--- config.mk ---
export PLATFORM = sky130hd
export DESIGN_NAME = stopwatch_bcd
export DESIGN_NICKNAME = d
export VERILOG_FILES = /design/src/rtl/stopwatch_bcd.sv
export SDC_FILE = /design/constraint.sdc
export NUM_CORES = 1
export LEC_CHECK = 0
export CELL_PAD_IN_SITES_DETAIL_PLACEMENT = 1
export CELL_PAD_IN_SITES_GLOBAL_PLACEMENT = 2
export CORE_MARGIN = 4
export CORE_UTILIZATION = 35
export DETAILED_ROUTE_END_ITERATION = 10
export PLACE_DENSITY_LB_ADDON = 0.1
export SLEW_MARGIN = 0
export SYNTH_ARGS = -nofsm -noshare
export SYNTH_HDL_FRONTEND = slang
export SYNTH_SLANG_ARGS = --single-unit
--- constraint.sdc ---
create_clock -name ClockIn -period 4.2 [get_ports ClockIn]
set_clock_uncertainty 0.1 [all_clocks]
set_input_delay 1.26 -clock ClockIn [delete_from_list [all_inputs] [get_ports ClockIn]]
set_output_delay 1.26 -clock ClockIn [all_outputs]
set_load 0.02 [all_outputs]
--- src/rtl/stopwatch_bcd.sv ---
`default_nettype none
// ============================================================================
//  Module      : stopwatch_bcd
//  Description : MM:SS BCD stopwatch advanced by the one-cycle tick from the
//                rate divider. It has start/stop, clear and lap-hold controls,
//                and each control is edge-detected from a raw push-button
//                level.
//  Ports       : ClockIn   - system clock, all state changes on posedge
//                Reset     - synchronous active-high reset, highest priority
//                Tick      - advance enable, may be high on consecutive cycles
//                StartStop - level, rising edge toggles run/pause
//                Clear     - level, rising edge returns to 00:00 stopped
//                LapHold   - level, while high Display shows the lap snapshot
//                Display   - {MinTens, MinOnes, SecTens, SecOnes} BCD digits
//                Running   - high while in the RUNNING state
//                Overflow  - one-cycle pulse after the 59:59 terminal event
//  Parameters  : SATURATE  - 0 wraps 59:59 to 00:00, 1 stops at 59:59
//  Revision    : 1.0 - initial release
// ============================================================================
module stopwatch_bcd #(
    parameter bit SATURATE = 1'b0
) (
    input  logic        ClockIn,
    input  logic        Reset,
    input  logic        Tick,
    input  logic        StartStop,
    input  logic        Clear,
    input  logic        LapHold,
    output logic [15:0] Display,
    output logic        Running,
    output logic        Overflow
);

    typedef enum logic [1:0] {
        ST_IDLE    = 2'd0,
        ST_RUNNING = 2'd1,
        ST_PAUSED  = 2'd2
    } state_t;

    state_t      r_state;
    state_t      w_state_next;

    logic [3:0]  r_sec_ones;
    logic [3:0]  r_sec_tens;
    logic [3:0]  r_min_ones;
    logic [3:0]  r_min_tens;
    logic [15:0] r_lap;
    logic        r_overflow;

    // Edge-detect history resets to 1 so that a button held through reset
    // release does not register as a press.
    logic        r_prev_start;
    logic        r_prev_clear;
    logic        r_prev_lap;

    logic        w_start_edge;
    logic        w_clear_edge;
    logic        w_lap_edge;
    logic        w_inc;
    logic        w_terminal;
    logic [15:0] w_count;

    logic        w_so_wrap;
    logic        w_st_wrap;
    logic        w_mo_wrap;
    logic [3:0]  w_sec_ones_next;
    logic [3:0]  w_sec_tens_next;
    logic [3:0]  w_min_ones_next;
    logic [3:0]  w_min_tens_next;

    assign w_start_edge = StartStop & ~r_prev_start;
    assign w_clear_edge = Clear     & ~r_prev_clear;
    assign w_lap_edge   = LapHold   & ~r_prev_lap;

    assign w_count    = {r_min_tens, r_min_ones, r_sec_tens, r_sec_ones};

    // Only the registered state gates counting: a tick in the same cycle as
    // the start edge is not counted, one coincident with the pause edge is.
    assign w_inc      = (r_state == ST_RUNNING) && Tick;
    assign w_terminal = (w_count == 16'h5959);

    assign w_so_wrap  = (r_sec_ones == 4'd9);
    assign w_st_wrap  = (r_sec_tens == 4'd5);
    assign w_mo_wrap  = (r_min_ones == 4'd9);

    // Cascaded BCD increment; each digit advances only when every lower
    // digit is at its maximum. The 59:59 case is handled separately below.
    always_comb begin
        w_sec_ones_next = w_so_wrap ? 4'd0 : r_sec_ones + 4'd1;
        w_sec_tens_next = r_sec_tens;
        w_min_ones_next = r_min_ones;
        w_min_tens_next = r_min_tens;
        if (w_so_wrap) begin
            w_sec_tens_next = w_st_wrap ? 4'd0 : r_sec_tens + 4'd1;
            if (w_st_wrap) begin
                w_min_ones_next = w_mo_wrap ? 4'd0 : r_min_ones + 4'd1;
                if (w_mo_wrap) begin
                    w_min_tens_next = (r_min_tens == 4'd5) ? 4'd0 : r_min_tens + 4'd1;
                end
            end
        end
    end

    // Next-state logic. Clear overrides any StartStop edge in the same
    // cycle, and saturation forces PAUSED even if a pause edge is present.
    always_comb begin
        w_state_next = r_state;
        if (w_clear_edge) begin
            w_state_next = ST_IDLE;
        end else begin
            if (w_start_edge) begin
                case (r_state)
                    ST_IDLE:    w_state_next = ST_RUNNING;
                    ST_RUNNING: w_state_next = ST_PAUSED;
                    ST_PAUSED:  w_state_next = ST_RUNNING;
                    default:    w_state_next = ST_IDLE;
                endcase
            end
            if (SATURATE && w_inc && w_terminal) begin
                w_state_next = ST_PAUSED;
            end
        end
    end

    always_ff @(posedge ClockIn) begin
        if (Reset) begin
            r_state <= ST_IDLE;
        end else begin
            r_state <= w_state_next;
        end
    end

    always_ff @(posedge ClockIn) begin
        if (Reset) begin
            r_prev_start <= 1'b1;
            r_prev_clear <= 1'b1;
            r_prev_lap   <= 1'b1;
        end else begin
            r_prev_start <= StartStop;
            r_prev_clear <= Clear;
            r_prev_lap   <= LapHold;
        end
    end

    always_ff @(posedge ClockIn) begin
        if (Reset || w_clear_edge) begin
            r_sec_ones <= 4'd0;
            r_sec_tens <= 4'd0;
            r_min_ones <= 4'd0;
            r_min_tens <= 4'd0;
        end else if (w_inc) begin
            if (w_terminal) begin
                // Saturating mode keeps 59:59; wrapping mode returns to 00:00.
                if (!SATURATE) begin
                    r_sec_ones <= 4'd0;
                    r_sec_tens <= 4'd0;
                    r_min_ones <= 4'd0;
                    r_min_tens <= 4'd0;
                end
            end else begin
                r_sec_ones <= w_sec_ones_next;
                r_sec_tens <= w_sec_tens_next;
                r_min_ones <= w_min_ones_next;
                r_min_tens <= w_min_tens_next;
            end
        end
    end

    // Overflow is suppressed when Clear wins the cycle, since no terminal
    // increment actually takes place then.
    always_ff @(posedge ClockIn) begin
        if (Reset) begin
            r_overflow <= 1'b0;
        end else begin
            r_overflow <= ~w_clear_edge & w_inc & w_terminal;
        end
    end

    // The lap snapshot captures the pre-increment count of the edge cycle.
    always_ff @(posedge ClockIn) begin
        if (Reset || w_clear_edge) begin
            r_lap <= 16'h0000;
        end else if (w_lap_edge) begin
            r_lap <= w_count;
        end
    end

    assign Display  = LapHold ? r_lap : w_count;
    assign Running  = (r_state == ST_RUNNING);
    assign Overflow = r_overflow;

endmodule
`default_nettype wire

# == Yosys cells after proc, flatten, opt, wreduce, memory -nomap -nowiden ==
# Cells that the tools add are included.
# classes
bitwise_logic,9
div_mod_pow,0
n_reduce_logical,11
n_eq_ne,7
n_mux,16
shifts,0
magnitude_cmp,0
addsub,4
n_mul,0
# op_table
cell,count
$mux W4,14
$add A4 B1 Y4 const B,4
$eq A16 B15 Y1 const B,1
$mux W16,1
$eq A4 B3 Y1 const B,2
$eq A4 B4 Y1 const B,2
$reduce_bool A2 Y1,3
$and A1 B1 Y1,5
$not A1 Y1,4
$pmux W2 S2,1
$reduce_and A4 Y1,1
$reduce_or A2 Y1,2
$reduce_and A3 Y1,1
$eq A2 B1 Y1 const B,1
$eq A2 B2 Y1 const B,1
$logic_not A2 Y1,1
$reduce_and A2 Y1,1
$logic_and A1 B1 Y1,1
$logic_or A1 B1 Y1,1
# totals
inputBits,6
wordCells,57
mem_bits_rw,0
out_inout_bits,18
mem_count,0
latch_bits,0
reg_bits,38
romBits,0

# == Longest topological paths before layout ==
# Gate-level depths: netlist of run 1.
# depth
word_depth,6
depth_mapped,7
ltp_nobuf,6

# == Worst setup path after synthesis of run 1 ==
# Ideal clock, no wire load.
# synth_timing
path_type,input to output
from,input LapHold
to,output Display[0]
stages,2
arrival_time_ns,1.995
n_path_buf,1
setup_slack_ns,0.845
required_ns,2.840
path_cell_list,clkbuf_1 -> mux2_2
# synth_via
elab_chain_len,1
# synth_lines
element,line_no,text
"start, declared",28,"input logic LapHold,"
$mux W16,188,assign Display = LapHold ? r_lap : w_count;
"end, declared",29,"output logic [15:0] Display,"
# Every way passes these cells.

# == Worst setup path in the final report of run 1 ==
# layout_timing
from,input LapHold
to,output Display[13]
# Same word-level chain as after synthesis.

==> results of run 1 <==
[cell families (layout without fill, tap and decap cells)]
| family | count (synthesis) | count (layout) | share of synthesized area (%) |
|---|---|---|---|
| buffers and inverters | 19 | 38 | 5.194 |
| multiplexers | 12 | 12 | 7.410 |
| AND/OR/NAND/NOR | 94 | 94 | 27.36 |
| XOR/XNOR | 2 | 2 | 0.9697 |
| flip-flops | 38 | 38 | 42.11 |
| adder cells (fa/ha/maj) | 6 | 6 | 4.155 |
| AO/OA/AOI/OAI | 45 | 45 | 12.81 |
[layout make-up]
cell class                      instances  share of cell area (%)
Multi-Input combinational cell        159                   44.22
Sequential cell                        38                   35.33
Timing Repair Buffer                   26                   11.68
Tap cell                               67                   3.893
Clock buffer                            6                   3.835
Inverter                                6                   1.046
[worst min path at each step]
stage                     startpoint        to  slack [ns]
after floorplan             r_lap[0]  r_lap[0]        0.33
after global placement      r_lap[4]  r_lap[4]        0.34
after detailed placement    r_lap[5]  r_lap[5]        0.35
after CTS                   r_lap[8]  r_lap[8]        0.36
after global routing        r_lap[5]  r_lap[5]        0.38
final                       r_lap[8]  r_lap[8]        0.35
[per-layer routing]
| layer | up-vias | part of all wire, % | GRT usage [%] |
|---|---|---|---|
| met4 | 0 | 1.5 | 5.236 |
| met5 | - | 0 | 0 |
| met2 | 31 | 48 | 26.54 |
| met1 | 773 | 48 | 18.31 |
| li1 | 775 | - | - |
| met3 | 8 | 3.1 | 3.386 |
[state kept, by name (all words and copies together) (netlist names)]
register      flops
r_state           2
r_prev_clear      1
r_min_tens        4
r_min_ones        4
r_sec_ones        4
Overflow          1
r_sec_tens        4
r_lap            16
r_prev_lap        1
r_prev_start      1
[cells in the final DEF (no fill, tap or decap)]
master / netlist / routed
a21o_1: 1 / 1
a21oi_1: 31 / 31
a311oi_1: 1 / 1
and2b_1: 1 / 1
and3_1: 1 / 1
and3b_1: 3 / 3
and4bb_4: 1 / 1
buf_12: 0 / 1
buf_4: 0 / 2
clkbuf_8: 0 / 6
clkdlybuf4s50_1: 0 / 12
dfxtp_1: 38 / 38
dlygate4sd2_1: 0 / 11
ha_1: 6 / 6
inv_1: 6 / 6
mux2_2: 11 / 11
mux2i_1: 1 / 1
nand2_1: 44 / 44
nand2_2: 1 / 1
nand2b_1: 1 / 1
nand3_1: 3 / 3
nand3b_1: 4 / 4
nand4_1: 1 / 1
nand4_4: 1 / 1
nand4b_1: 1 / 1
nor2_1: 10 / 10
nor2b_1: 4 / 4
nor3_1: 3 / 3
nor4_1: 3 / 3
nor4b_1: 1 / 1
o21ai_0: 12 / 12
or2_2: 3 / 3
or3_1: 5 / 5
or3b_1: 1 / 1
or4_1: 2 / 2
xnor2_1: 2 / 2
[critical path: stages]
cell and delay [ns]:
clkdlybuf4s50_1 0.51, buf_12 0.19, nand2_1 0.07, o21ai_0 0.07
clkdlybuf4s50_1 0.63
[stage by stage]
stage	instances	power (uW)	TNS (ns)	utilization [%]
finish	302	643.7	0	44.41
global route	302	676.0	0	44.41
CTS	302	653.9	0	44.41
detailed placement	296	408.6	-0.05253	42.99
global placement	296	407.0	0	42.99
floorplan	216	393.0	0	-
[report_power, final]
group | leakage (uW) | switching [uW] | internal (uW)
Clock | 0.0000431 | 118 | 127
Sequential | 0.000307 | 1.77 | 363
Combinational | 0.000454 | 21.4 | 13.8
Total | 0.000804 | 141 | 503
==> flow_metrics.tcl, run 1 <==
set metrics [dict create \
    antenna_found_initial 0 \
    cp-endpoint "Display[13]" \
    yosys.area.top_type "dfxtp_1" \
    ir_drop_uv 139.5 \
    drt-initial-drc-count 128 \
    io_buffers 23 \
    multi_input_area_um2 952.2 \
    worstSetupPathType "primary input to output port" \
    finish.instance_area_um2 2153 \
    tightest_slew_ns 0.6875 \
    synth.most_common_cell "nand2_1" \
    grt_pass1_vias 1686 \
    synth_flop_cell "dfxtp_1" \
    routed_wl_mm 4.451 \
    cts.hold.buffers_added 0 \
    track_usage_pct 15.22 \
    fin_ws_ns 0.1004 \
    numCtsBuffers 5 \
    initial_utilization_pct 37.26 \
    grt_max_degree 36 \
    cp-startpoint "LapHold" \
    coreArea_um2 4848 \
    syn_area_um2 1807 \
    max-slew-margin-rel_pct 54.16 \
    r2r_end "r_sec_tens[3]" \
    fin_crit_sh_pct 97.61 \
    fin_crit_ns 4.100 \
    yosysSeqAreaShare_pct 42.11 \
    crit_arrival_ns 2.74 \
    crit_required_ns 2.84 \
    start_kind "primary input" \
    fill_cells 588 \
    cap_violations 0 \
    ctsRootBufferMaster "clkbuf_8" \
    first_pass_iters 6 \
    ys_top_cells_by_area "dfxtp_1, nand2_1, a21oi_1" \
    die_area_um2 6375 \
    post_cts_resized 11 \
    clk_latency_ns 0.28 \
    wl_per_cell_um 14.74 \
    dp_hpwl_mm 3.109 \
    cts_tree "done" \
    diodes 0 \
    end_kind "output port" \
    ys_ff_latch 38 \
    clock-sinks 38 \
    slew_viol_final 0 \
    clockBufferDepth 2 \
    r2r_start "r_sec_ones[0]" \
    die_h_um 79.85 \
    synthTopCellsByCount "nand2_1, dfxtp_1, a21oi_1" \
    row_count 25 \
    grt_pass1_wl_mm 7.679 \
    die_width_um 79.85 \
    ant_nets 0 \
    ys_warn_count 0 \
    ios 24 \
    whs_path_depth 2 \
    placedInstanceArea_um2 2085 \
    gp_congestion 0.8116 \
    num-nets-final 248 \
    powerDensity_nw_per_um2 298.9 \
    routed_via_density 5.255 \
    seq_area_um2 760.7 \
    post-cts-setup-buffers 0 \
    dp_slack_ns -0.01366 \
    hold_ws_ns 0.3546 \
    ctsHtreeMaxLevel 2 \
    hold_violations 0 \
    yosysTopAreaCellShare_pct 42.11 \
    synthCells 216 \
    syn_nets 228 \
    path_max_fanout 24 \
    reg2reg_setup_slack_ns 2.12 \
    leakagePower_uw 0.0008039 \
    clkTransAtPathRegs_ns 0.06 \
    clock.fmax_mhz 243.9 \
    hold_path_class "flip-flop to flip-flop" \
    ys_async_sr_fraction_pct 0 \
    synth_edf_count 0 \
    rsz0062_at_grt "no" \
    status "finished clean" \
    drive_gt1_share_pct 11.06 \
    ys_types 33 \
    avgSynthCellArea_um2 8.365 \
    grt.overflow.total 0 \
    vias 1587 \
    r2r_cells 5 \
    layout-area-overhead-vs-synth_pct 19.18 \
    setup_viol 0 \
    drc 0 \
]
Power figures use the tool's default switching activity.
==> run 2: changes to the inputs <==
PLACE_DENSITY_LB_ADDON = 0.05   (was 0.1)
==> run 2 against run 1 <==
  * Die area did not move
  * Largest power group unchanged
  * Combinational power barely moved
  * Hold slack better by 0.0011 ns
  * Sequential share of layout area about the same
  * Wire length grew 1.4%
  * Clock-buffer cell count did not move
  * Clock power about the same
  * Sequential power is essentially flat
  * Final cell count did not move
  * Setup slack gained 0.0024 ns
  * Utilization increased by 0.052 points
==> flow_metrics.tcl, run 2 (synthesis results as in run 1) <==
set metrics [dict create \
    die_width_um 79.85 \
    fill_cells 592 \
    ant_nets 0 \
    gp_congestion 0.7717 \
    diodes 0 \
    start_kind "primary input" \
    routed_via_density 5.149 \
    post-route-util_pct 44.46 \
    crit_path_cell_trace "clkdlybuf4s50_1, buf_12, nand2_1, o21ai_0, clkdlybuf4s50_1" \
    fin_crit_sh_pct 97.55 \
    track_usage_pct 15.77 \
    drive_gt1_share_pct 11.06 \
    fin_crit_ns 4.097 \
    clk_latency_ns 0.28 \
    wl_per_cell_um 14.94 \
    end_kind "output port" \
    max-slew-margin-rel_pct 53.56 \
    placedInstanceArea_um2 2085 \
    drt-initial-drc-count 69 \
    powerDensity_nw_per_um2 297.6 \
    setup_viol 0 \
    finish.instance_area_um2 2156 \
    ctsRootBufferMaster "clkbuf_8" \
    cap_violations 0 \
    cpMaxStageDelayCell "clkdlybuf4s50_1" \
    crit_arrival_ns 2.74 \
    coreArea_um2 4848 \
    hold_path_class "flip-flop to flip-flop" \
    clkTransAtPathRegs_ns 0.07 \
    final_common_cell "nand2_1" \
    crit_buf_inv 3 \
    crit_top_cell "clkdlybuf4s50_1" \
    worstSetupPathType "primary input to output port" \
    drc 0 \
    dp_hpwl_mm 3.199 \
    ir_drop_uv 131.7 \
    initial_utilization_pct 37.26 \
    grt.overflow.total 0 \
    ios 24 \
    status "finished clean" \
    tightest_slew_ns 0.6965 \
    rsz0062_at_grt "no" \
    vias 1555 \
    die_area_um2 6375 \
    max_stage_delay_ns 0.64 \
    row_count 25 \
    grt_pass1_vias 1624 \
    hold_violations 0 \
    crit_required_ns 2.84 \
    clock.fmax_mhz 244.1 \
    grt_pass1_wl_mm 7.866 \
    final_cell_mix "nand2_1, dfxtp_1, a21oi_1" \
    post-cts-setup-buffers 0 \
    ctsHtreeMaxLevel 2 \
    path_max_fanout 24 \
    cts_tree "done" \
    die_h_um 79.85 \
    grt_max_degree 36 \
    finalPower_uw 641.7 \
    num-nets-final 248 \
    clockBufferDepth 2 \
    path_delay_family "buffers and inverters" \
    numCtsBuffers 5 \
    slew_viol_final 0 \
    largest_reg_flops 16 \
    antenna_found_initial 0 \
    io_buffers 23 \
    leakagePower_uw 0.0008227 \
    routed_wl_mm 4.512 \
    layout-area-overhead-vs-synth_pct 19.32 \
    clock-sinks 38 \
    largest_register "r_lap" \
    final-instance-count-excl-fill 302 \
    place_inst 296 \
    first_pass_iters 4 \
]
-- run 2: per-layer routing --
layer	part of all wire (%)	GRT usage [%]	vias up
met5	0	0	-
met4	1.3	5.068	0
met3	3.4	3.837	6
met2	50	28.05	21
met1	46	18.49	751
li1	-	-	777
-- run 2: where the power goes --
group / switching, uW / total (uW) / internal [uW]
Combinational: 21.6 / 35.4 / 13.8
Sequential: 1.75 / 364 / 363
Clock: 115 / 242 / 126
Total: 139 / 642 / 503
-- run 2: layout make-up --
| cell class | instances | area, um2 | area share (%) |
|---|---|---|---|
| clock buffers | 6 | 82.58 | 3.831 |
| inverters | 6 | 22.52 | 1.045 |
| multi-input cells | 159 | 952.2 | 44.17 |
| flip-flops and latches | 38 | 760.7 | 35.29 |
| well taps | 67 | 83.83 | 3.889 |
| repair buffers | 26 | 254.0 | 11.78 |
-- run 2: path summary, 6_finish.rpt --
kind,startpoint,end,slack (ns),cells after the start
max,LapHold,Display[5],0.10,5
min reg2reg,r_lap[15],r_lap[15],0.36,2
min,r_lap[15],r_lap[15],0.36,2
max reg2reg,r_sec_ones[0],r_min_tens[3],2.09,5
-- run 2: repair_timing --
action                                  in CTS  in global routing
endpoints found under the setup margin      11                  1
cloned                                       0                  0
hold buffers                                 0                  0
gates resized for setup                     11                  1
-- run 2: through the flow --
step	worst slack [ns]	TNS (ns)	hold slack, ns
6_report	0.1028	0	0.3558
5_1_grt	0.02437	0	0.3841
4_1_cts	0.07014	0	0.3603
3_5_place_dp	-0.003044	-0.004703	0.3501
3_3_place_gp	0.002034	0	0.3379
2_1_floorplan	0.8451	0	0.3329
-- run 2: worst min-delay path, stage by stage (launching register included) --
cell	delay [ns]
dfxtp_1	0.31
nand2_1	0.05
a21oi_1	0.05
==> run 3: changes to the inputs <==
CELL_PAD_IN_SITES_DETAIL_PLACEMENT = 0   (was 1)
CELL_PAD_IN_SITES_GLOBAL_PLACEMENT = 1   (was 2)
CORE_UTILIZATION = 43   (was 35)
HOLD_SLACK_MARGIN = 0.06   (was not set)
==> run 3 against run 2 <==
  * Design area rose by 0.17%
  * Combinational power fell by 2%
  * Critical path depth did not move
  * Sequential cell count did not move
  * Final cell count fell by 5.3%
  * Global-route usage fell by 0.24 points
  * Sequential power barely moved
  * Utilization rose by 9.1 points
  * Highest routed layer unchanged
  * Power fell by 2.0%
  * Wire length fell by 14%
  * Die area fell by 17%
  * Clock-buffer cell count rose by 1
==> flow_metrics.tcl, run 3 (synthesis results as in run 1) <==
set metrics [dict create \
    cts.hold.buffers_added 0 \
    largest_reg_flops 16 \
    finalPower_uw 628.8 \
    final_common_cell "nand2_1" \
    switching_power_uw 138.0 \
    dp_hpwl_mm 2.615 \
    powerDensity_nw_per_um2 291.2 \
    leakagePower_uw 0.0009239 \
    tightest_slew_ns 0.6769 \
    internal-power_uw 490.8 \
    cts_tree "done" \
    crit_buf_inv 3 \
    grt_max_degree 25 \
    crit_required_ns 2.84 \
    ctsRootBufferMaster "clkbuf_8" \
    track_usage_pct 15.53 \
    finish.instance_area_um2 2160 \
    end_kind "output port" \
    vias 1511 \
    gp_congestion 0.7785 \
    dp_slack_ns -0.0001517 \
    max-slew-margin-rel_pct 54.87 \
    power_frac_seq_pct 58.0 \
    layout-area-overhead-vs-synth_pct 19.53 \
    die_h_um 72.82 \
    fin_crit_ns 4.089 \
    hold_path_class "flip-flop to flip-flop" \
    die_area_um2 5303 \
    clockBufferDepth 2 \
    crit_top_cell "clkdlybuf4s50_1" \
    cpMaxStageDelayCell "clkdlybuf4s50_1" \
    fin_ws_ns 0.1106 \
    post-cts-setup-buffers 0 \
    drive_gt1_share_pct 10.59 \
    final_cell_mix "nand2_1, dfxtp_1, a21oi_1" \
    wl_per_cell_um 13.53 \
    power.share.clock_pct 36.5 \
    fill_cells 386 \
    placedInstanceArea_um2 2063 \
    clkTransAtPathRegs_ns 0.07 \
    switching_share_pct 21.95 \
    slew_viol_final 0 \
    antenna_found_initial 0 \
    grt_pass1_vias 1411 \
    cap_violations 0 \
    clock.fmax_mhz 244.5 \
    die_width_um 72.82 \
    ant_nets 0 \
    initial_utilization_pct 44.84 \
    diodes 0 \
    path_delay_family "buffers and inverters" \
    crit_arrival_ns 2.73 \
    routed_wl_mm 3.869 \
    setup_viol 0 \
    rsz0062_at_grt "no" \
    status "finished clean" \
    seq_area_um2 760.7 \
    worstSetupPathType "primary input to output port" \
    multi_input_area_um2 952.2 \
    num-nets-final 248 \
    drc 0 \
    fin_crit_sh_pct 97.37 \
    grt.overflow.total 0 \
    clk_latency_ns 0.28 \
    ir_drop_uv 204.0 \
    tns_ns 0 \
    routed_via_density 5.283 \
    combPwrFrac_pct 5.5 \
    ctsHtreeMaxLevel 2 \
    row_count 23 \
    hold_ws_ns 0.3525 \
    clock-sinks 38 \
    drt-initial-drc-count 66 \
    grt_pass1_wl_mm 6.410 \
    hold_violations 0 \
    largest_register "r_lap" \
    max_stage_delay_ns 0.63 \
    io_buffers 23 \
    ios 24 \
    start_kind "primary input" \
    coreArea_um2 4029 \
    first_pass_iters 4 \
    crit_path_cell_trace "clkdlybuf4s50_1, buf_12, nand2_1, o21ai_0, clkdlybuf4s50_1" \
    path_max_fanout 24 \
    numCtsBuffers 5 \
]
-- run 3: path summary, 6_finish.rpt --
| kind | start | endpoint | slack [ns] | cells after the start |
|---|---|---|---|---|
| min reg2reg | r_lap[12] | r_lap[12] | 0.35 | 2 |
| max | LapHold | Display[5] | 0.11 | 5 |
| max reg2reg | r_sec_ones[0] | r_min_tens[3] | 2.10 | 5 |
| min | r_lap[12] | r_lap[12] | 0.35 | 2 |
-- run 3: power groups by stage --
stage	clock, uW	sequential (uW)	combinational, uW
floorplan	0	372	20.8
global placement	0	372	34.2
detailed placement	0	373	34.9
CTS	239	364	35.2
global route	255	364	37.8
finish	230	364	34.6
-- run 3: what timing repair did --
item                                    CTS  global route
pin swaps                                 0             0
resized for setup                         2             9
endpoints found under the setup margin    2             9
cloned                                    0             0
-- run 3: per-stage QoR --
stage	instances	util (%)
6_report	286	53.60
5_1_grt	286	53.60
4_1_cts	286	53.04
3_5_place_dp	279	51.21
3_3_place_gp	279	51.21
2_1_floorplan	216	-
-- run 3: final cells by class --
class	instances	area share, %
well taps	50	2.897
repair buffers	26	13.21
clock buffers	7	3.534
inverters	6	1.043
flip-flops and latches	38	35.23
multi-input cells	159	44.09
-- run 3: layer usage --
| layer | GRT usage [%] | part of all wire [%] |
|---|---|---|
| met5 | 0 | 0 |
| met4 | 5.738 | 0.90 |
| met3 | 4.270 | 5.6 |
| met2 | 24.05 | 46 |
| met1 | 20.63 | 47 |
-- run 3: worst min-delay path, stage by stage (launching register included) --
cell,delay [ns]
dfxtp_1,0.31
nand2_1,0.05
a21oi_1,0.05
